## config.mk

```make
export PLATFORM = sky130hd
export DESIGN_NAME = execute
export DESIGN_NICKNAME = d
export VERILOG_FILES = /design/src/rtl/execute.sv
export SDC_FILE = /design/constraint.sdc
export NUM_CORES = 1
export LEC_CHECK = 0
export CAP_MARGIN = 0
export CELL_PAD_IN_SITES_DETAIL_PLACEMENT = 0
export CELL_PAD_IN_SITES_GLOBAL_PLACEMENT = 1
export CORE_MARGIN = 2
export CORE_UTILIZATION = 40
export CTS_BUF_LIST = sky130_fd_sc_hd__clkbuf_16
export DETAILED_ROUTE_END_ITERATION = 10
export PLACE_DENSITY_LB_ADDON = 0.12
export SYNTH_ARGS = -nofsm -noshare
export SYNTH_HDL_FRONTEND = slang
export SYNTH_SLANG_ARGS = --single-unit
```

## constraint.sdc

```tcl
create_clock -name clock -period 12.6 [get_ports clock]
set_input_delay 3.78 -clock clock [delete_from_list [all_inputs] [get_ports clock]]
set_output_delay 3.78 -clock clock [all_outputs]
set_load 0.02 [all_outputs]
```

## src/rtl/execute.sv

```systemverilog
// execute: ALU stage with single-cycle ops and a 32-step iterative multiply/divide unit.
module execute #(
  parameter int WIDTH    = 32,
  parameter int REG_BITS = 5
) (
  input  logic                clock,
  input  logic                reset,
  input  logic                in_valid,
  output logic                in_hold,
  input  logic [WIDTH-1:0]    in_pc,
  input  logic [3:0]          in_operation,
  input  logic [REG_BITS-1:0] in_destination,
  input  logic [WIDTH-1:0]    in_left,
  input  logic [WIDTH-1:0]    in_right,
  input  logic                in_is_writing_memory,
  input  logic                in_has_flushed,
  input  logic                out_hold,
  output logic                out_valid,
  output logic [WIDTH-1:0]    out_pc,
  output logic [REG_BITS-1:0] out_destination,
  output logic [WIDTH-1:0]    out_result,
  output logic [WIDTH-1:0]    out_store_value,
  output logic                out_is_writing_memory,
  output logic                out_has_flushed
);
  typedef enum logic [1:0] {IDLE, BUSY, DONE} state_t;
  state_t state, state_n;
  logic [4:0] cnt;
  logic [3:0] op;
  logic [WIDTH-1:0] acc, opa, opb, alu, res;
  logic [WIDTH:0] r;
  logic [4:0] sh;
  logic multi, start, fire, ge;
  assign multi = in_operation >= 4'd10 && in_operation <= 4'd12;
  assign sh = in_right[4:0];
  always_ff @(posedge clock) state <= reset ? IDLE : state_n;
  always_comb begin
    state_n = !in_valid ? IDLE :
              state == IDLE ? (multi ? BUSY : IDLE) :
              state == BUSY ? (cnt == 5'd31 ? DONE : BUSY) :
              (out_hold ? DONE : IDLE);
  end
  always_comb begin
    start   = state == IDLE && in_valid && multi;
    fire    = in_valid && (state == IDLE ? !multi : state == DONE);
    in_hold = in_valid && (state == BUSY || start || out_hold);
  end
  always_comb begin
    case (in_operation)
      4'd0:    alu = in_left + in_right;
      4'd1:    alu = in_left - in_right;
      4'd2:    alu = in_left & in_right;
      4'd3:    alu = in_left | in_right;
      4'd4:    alu = in_left ^ in_right;
      4'd5:    alu = in_left << sh;
      4'd6:    alu = in_left >> sh;
      4'd7:    alu = $signed(in_left) >>> sh;
      4'd8:    alu = {{(WIDTH-1){1'b0}}, $signed(in_left) < $signed(in_right)};
      4'd9:    alu = {{(WIDTH-1){1'b0}}, in_left < in_right};
      4'd13:   alu = in_right;
      default: alu = '0;
    endcase
  end
  // restoring divide: acc is the partial remainder, opa shifts dividend out and quotient in
  assign r   = {acc, opa[WIDTH-1]};
  assign ge  = r >= {1'b0, opb};
  assign res = state == DONE ? (op == 4'd11 ? opa : acc) : alu;
  always_ff @(posedge clock) begin
    if (reset) cnt <= '0;
    else cnt <= start ? 5'd0 : state == BUSY ? cnt + 5'd1 : cnt;
    if (start) begin
      acc <= '0;
      opa <= in_left;
      opb <= in_right;
      op  <= in_operation;
    end else if (state == BUSY && op == 4'd10) begin
      acc <= acc + (opb[0] ? opa : '0);
      opa <= opa << 1;
      opb <= opb >> 1;
    end else if (state == BUSY) begin
      acc <= ge ? r[WIDTH-1:0] - opb : r[WIDTH-1:0];
      opa <= {opa[WIDTH-2:0], ge};
    end
  end
  always_ff @(posedge clock) begin
    if (reset) begin
      out_valid       <= 1'b0;
      out_has_flushed <= 1'b0;
    end else if (!out_hold) begin
      out_valid <= fire;
      if (fire) begin
        out_pc                <= in_pc;
        out_destination       <= in_destination;
        out_result            <= res;
        out_store_value       <= in_right;
        out_is_writing_memory <= in_is_writing_memory;
        out_has_flushed       <= in_has_flushed;
      end
    end
  end
endmodule

```

== Yosys cells after proc, flatten, opt, wreduce, memory -nomap -nowiden ==
Index checks and enable logic that the tools add are counted.

* Register bits: 211
* Bits in latches: 0
* Memory bits (writable): 0
* Bits in read-only memories: 0
* Bits of input ports: 111
* Word-level logic and storage cells: 83
* Memories kept: 0

* Add/sub/neg operators: 5
* Multipliers: 0
* Div/mod/pow operators: 0
* Order comparisons: 5
* Equal/unequal tests: 15
* Shift operators: 3
* Muxes and demuxes: 18
* Bitwise operators: 6
* Reduce and logical (&&, ||, !) cells: 18

{| class="wikitable"
|+ Operators by type and width
! operator !! count
|-
| 32-bit two-way mux || 11
|-
| 32-bit one-hot mux with 11 select lines || 1
|-
| 32-bit adder || 2
|-
| 32-bit less-than comparator || 2
|-
| 32-bit subtractor || 2
|-
| 33-bit by 32-bit >= comparator with 1-bit output || 1
|-
| 32-bit AND || 1
|-
| 32-bit bitwise OR || 1
|-
| 32-bit by 5-bit left shift with 32-bit output || 1
|-
| 32-bit by 5-bit >> shifter with 32-bit output || 1
|-
| 32-bit by 5-bit >>> shifter with 32-bit output || 1
|-
| 32-bit XOR || 1
|-
| 4-bit == test, second input constant || 5
|-
| 4-bit by 3-bit == test with 1-bit output, second input constant || 4
|-
| 4-bit by 2-bit == test with 1-bit output, second input constant || 2
|-
| 2-bit two-way mux || 4
|-
| 1-bit logical AND || 6
|-
| 5-bit by 1-bit adder with 5-bit output, second input constant || 1
|-
| 5-bit == test, second input constant || 1
|-
| 4-bit by 1-bit == test with 1-bit output, second input constant || 1
|-
| 4-bit >= comparator, second input constant || 1
|-
| 4-bit <= comparator, second input constant || 1
|-
| 4-bit logical NOT || 1
|-
| 2-bit nonzero test || 2
|-
| 11 further kinds || 16
|}

== Depth between registers and ports, before layout ==
* Depth in word-level cells: 6
* Depth in mapped cells: 16
* Depth with buffers taken out: 14

== Worst setup path before layout ==
No wires, ideal clock.

* Kind: input-to-reg
* Start: in in_operation[2]
* End: reg out_destination[0] (enable)
* Arrival time: 8.846 ns
* Data required time: 12.036 ns
* Slack: 3.190 ns
* Stages: 6
* Buffers on the path: 1
* Cell sequence: clkbuf_1 > mux2i_1 > nor4b_1 > nor2_1 > nand3b_1 > nor2_1

* Longest elaborated chain between the ends: 6
* Elaborated cells on any way between the ends: 7

{| class="wikitable"
|+ RTL lines
! what !! RTL line !! RTL
|-
| start: declaration || 11 || <nowiki>input logic [3:0] in_operation,</nowiki>
|-
| 4-bit >= comparator or 4-bit <= comparator (tied branches) || 34 || <nowiki>assign multi = in_operation >= 4'd10 && in_operation <= 4'd12;</nowiki>
|-
| 1-bit logical AND (*) || 34 ||
|-
| 1-bit logical NOT (*) || 45 || <nowiki>fire = in_valid && (state == IDLE ? !multi : state == DONE);</nowiki>
|-
| 1-bit two-way mux (*) || 45 ||
|-
| 1-bit logical AND (*) || 45 ||
|-
| 3-bit AND reduction (no source line) (*) || n/a ||
|-
| end signal: assignment || 93 || <nowiki>out_destination <= in_destination;</nowiki>
|-
| end: declaration || 20 || <nowiki>output logic [REG_BITS-1:0] out_destination,</nowiki>
|}

Every way passes the cells marked *; elsewhere a longest branch is shown, timed or not.
A chain may end at the register's enable or synchronous reset.

== Worst setup path in the final report ==
* Start: in in_operation[0]
* End: out in_hold

* Longest elaborated chain between the ends: 6
* Elaborated cells on any way between the ends: 7

{| class="wikitable"
|+ RTL lines
! what !! RTL line !! RTL
|-
| 4-bit >= comparator or 4-bit <= comparator (tied branches) || 34 ||
|-
| 1-bit logical AND (*) || 34 ||
|-
| 1-bit logical AND (*) || 44 || <nowiki>start = state == IDLE && in_valid && multi;</nowiki>
|-
| 1-bit logical OR (*) (2 in a row) || 46 || <nowiki>in_hold = in_valid && (state == BUSY || start || out_hold);</nowiki>
|-
| 1-bit logical AND (*) || 46 ||
|-
| end: declaration || 9 || <nowiki>output logic in_hold,</nowiki>
|}

Marks and branches as above.

==> impl_metrics.ini <==
[grt]
grt_max_degree = 81
overflow = 0
grt_pass1_wl_um = 130800
grt_util_met1 = 0.4596
use_met2 = 0.5164
top_usage_layer = met2
grt_pass1_vias = 19760
grt_antenna_before_repair = 3
track_usage = 0.3235
use_met3 = 0.03880

[synth]
ys_types = 89
avgSynthCellArea_um2 = 8.166
synth_edf_count = 170
synth_area_leader_cell = edfxtp_1
syn_inst = 2547
seq_area_frac_synth = 0.2849
netlist.area_leader.share = 0.2454
synthArstFlopShare = 0
synth_ff_type = edfxtp_1
syn_nets = 2832
synth_area_leaders = edfxtp_1, ha_1, a21oi_1
ys_seq_elements = 211
ys_warn_count = 0
synth.cell_area_um2 = 20800

[detailed_routing]
vias = 21000
via_per_inst = 6.241
drt_iter0_drc = 2246
ant_nets = 0
first_pass_iters = 6
drc = 0
routedWlPerCell_um = 26.59
wl_um = 89460

[power_and_ir_drop]
pwr_density_cell_nw_per_um2 = 117.2
p_total_mw = 2.854
leakage_nw = 9.733
peakVddDrop_v = 0.00009817

[setup_path]
path_class = in2out
r2r_setup_slack_ps = 8230
crit_arrival_ps = 6670
cp_slowest_stage_delay_ps = 790
cpMaxStageDelayCell = clkdlybuf4s50_1
worstSetupEndpointType = output pin
cp.required_ps = 8820
critPathMaxFanout = 21
cp_cell_sequence = clkdlybuf4s50_1 > nor2_1 > mux2i_1 > nor4b_1 > nor2_1 > a21boi_0 > clkdlybuf4s50_1
cp-start-kind = input port

[status]
status = finished clean

[sta]
period_needed_ps = 10450
tightestPinTransition_ps = 1089
report.final.slew_viol_count = 0
hold_viol = 0
skew_ps = 25.33
holdWs_ps = 465.8
rsz0062_at_grt = no
period_share = 0.8292
slew_headroom = 0.2718
fmax_mhz = 95.71
tns_ps = 0
finalSetupViolations = 0

[clock_network]
cts-root-buf = clkbuf_16
clk_latency_ps = 550
clockBufferDepth = 3
clk_pin_slew_worst_paths_ps = 60
cts_htree_levels = 1
postCtsResizedCells = 0
postCtsHoldBufs = 0
cts_setup_buffers = 0
cts_tree = yes
cts_num_sinks = 211
cts_buffers = 27

[final_layout]
fin_util = 0.4736
fin_cells = 3365
nets = 2950
drive_above_1_share = 0.05887
n_fill_cell = 5072
syn2layout_area_growth_pct = 17.05

[placed_design]
place_congestion = 1.017
io_buffers = 215
placed_cells = 3316
place_hpwl_um = 68820

[floorplanning]
die_h_um = 232.0
start_util = 0.4046
die_area_um2 = 53840
die_width_um = 232.0
rows = 83
num_io_pins = 216
core-area_um2 = 51410

[worst_hold_path]
hold_path.class = reg2reg

[job]
cap_violations = 0
==> registers in the layout, indices dropped and copies added, names as in the netlist <==
register,cells
acc,32
out_valid,1
opa,32
out_destination,5
out_has_flushed,1
op,4
out_is_writing_memory,1
cnt,5
out_pc,32
out_result,32
state,2
opb,32
out_store_value,32
==> cell usage after synthesis (20+ instances only) <==
master,number
nand2_1,271
a21oi_1,243
o21ai_0,243
nor2_1,229
edfxtp_1,170
ha_1,170
inv_1,143
clkbuf_1,140
mux2i_1,97
a21o_1,53
nor3_1,44
dfxtp_1,41
o22ai_1,41
and2_1,40
nand3_1,40
xnor2_1,40
mux4_2,30
a211oi_1,29
a31oi_1,29
a221oi_1,28
o211ai_1,24
o21bai_1,23
nor2b_1,22
xor2_1,22
a22oi_1,20
nand2b_1,20
==> power breakdown <==
group	switching [mW]	internal [mW]
Clock	0.309	0.469
Sequential	0.0714	0.812
Combinational	0.737	0.454
==> kinds of logic (layout without fill, tap and decap cells) <==
group	after synthesis	after routing	share of synthesized area
flops	211	211	0.2849
other cells	0	1	0
buf+inv	307	444	0.05637
xor+xnor	62	62	0.02611
fa+ha+maj	174	174	0.1061
mux	138	138	0.08512
simple gates	753	753	0.1644
compound gates	902	902	0.2770
==> worst max-delay path: cells and delay by family <==
family,cells,cell delay (ps)
AO/OA/AOI/OAI,1,190
buffers and inverters,2,1420
multiplexers,1,170
AND/OR/NAND/NOR,3,1100
==> metal layers <==
metal | share of wire | wire (um)
met1 | 0.45 | 40350
met2 | 0.45 | 40650
met3 | 0.067 | 5969
met4 | 0.028 | 2484
met5 | 0 | 0
==> placed cells by master, fill, tap and decap left out, types with 14 or more instances in the layout <==
cell type and instances:
nand2_1 270, o21ai_0 243, a21oi_1 243, nor2_1 227
clkdlybuf4s50_1 210, ha_1 170, edfxtp_1 170, inv_1 143
mux2i_1 97, a21o_1 53, nor3_1 43, o22ai_1 41
dfxtp_1 41, and2_1 40, nand3_1 40, xnor2_1 40
buf_4 38, mux4_2 30, a31oi_1 29, a211oi_1 29
a221oi_1 28, clkbuf_16 27, o211ai_1 24, o21bai_1 23
nor2b_1 22, xor2_1 22, nand2b_1 20, a22oi_1 20
nand4_1 16, o21a_1 16, o31ai_1 16, and3_1 15
o221ai_1 15, or3_1 14
==> metrics by stage <==
stage / setup WS, ps / area [um2]
2_1_floorplan: 3190 / 20800
3_3_place_gp: 2263 / 23460
3_5_place_dp: 2160 / 23460
4_1_cts: 2169 / 24340
5_1_grt: 1917 / 24340
6_report: 2152 / 24340
==> final timing paths <==
check,cells past startpoint,from,endpoint
setup / recovery,7,in_operation[0],in_hold
hold / removal,2,out_valid,out_valid
setup reg to reg,12,opb[0],acc[31]
hold reg to reg,2,out_valid,out_valid
==> area by class of cell <==
| type | count | area, um2 | area share |
|---|---|---|---|
| antenna | 1 | 2.502 | 0.0001028 |
| clock buffer | 27 | 675.6 | 0.02775 |
| clock inverter | 21 | 205.2 | 0.008429 |
| inverter | 144 | 540.5 | 0.02220 |
| multi-input combinational | 2029 | 13740 | 0.5643 |
| sequential | 211 | 5926 | 0.2434 |
| tap | 680 | 850.8 | 0.03495 |
| timing repair buffer | 252 | 2407 | 0.09888 |
No activity file was read; power rests on OpenSTA's default activity.
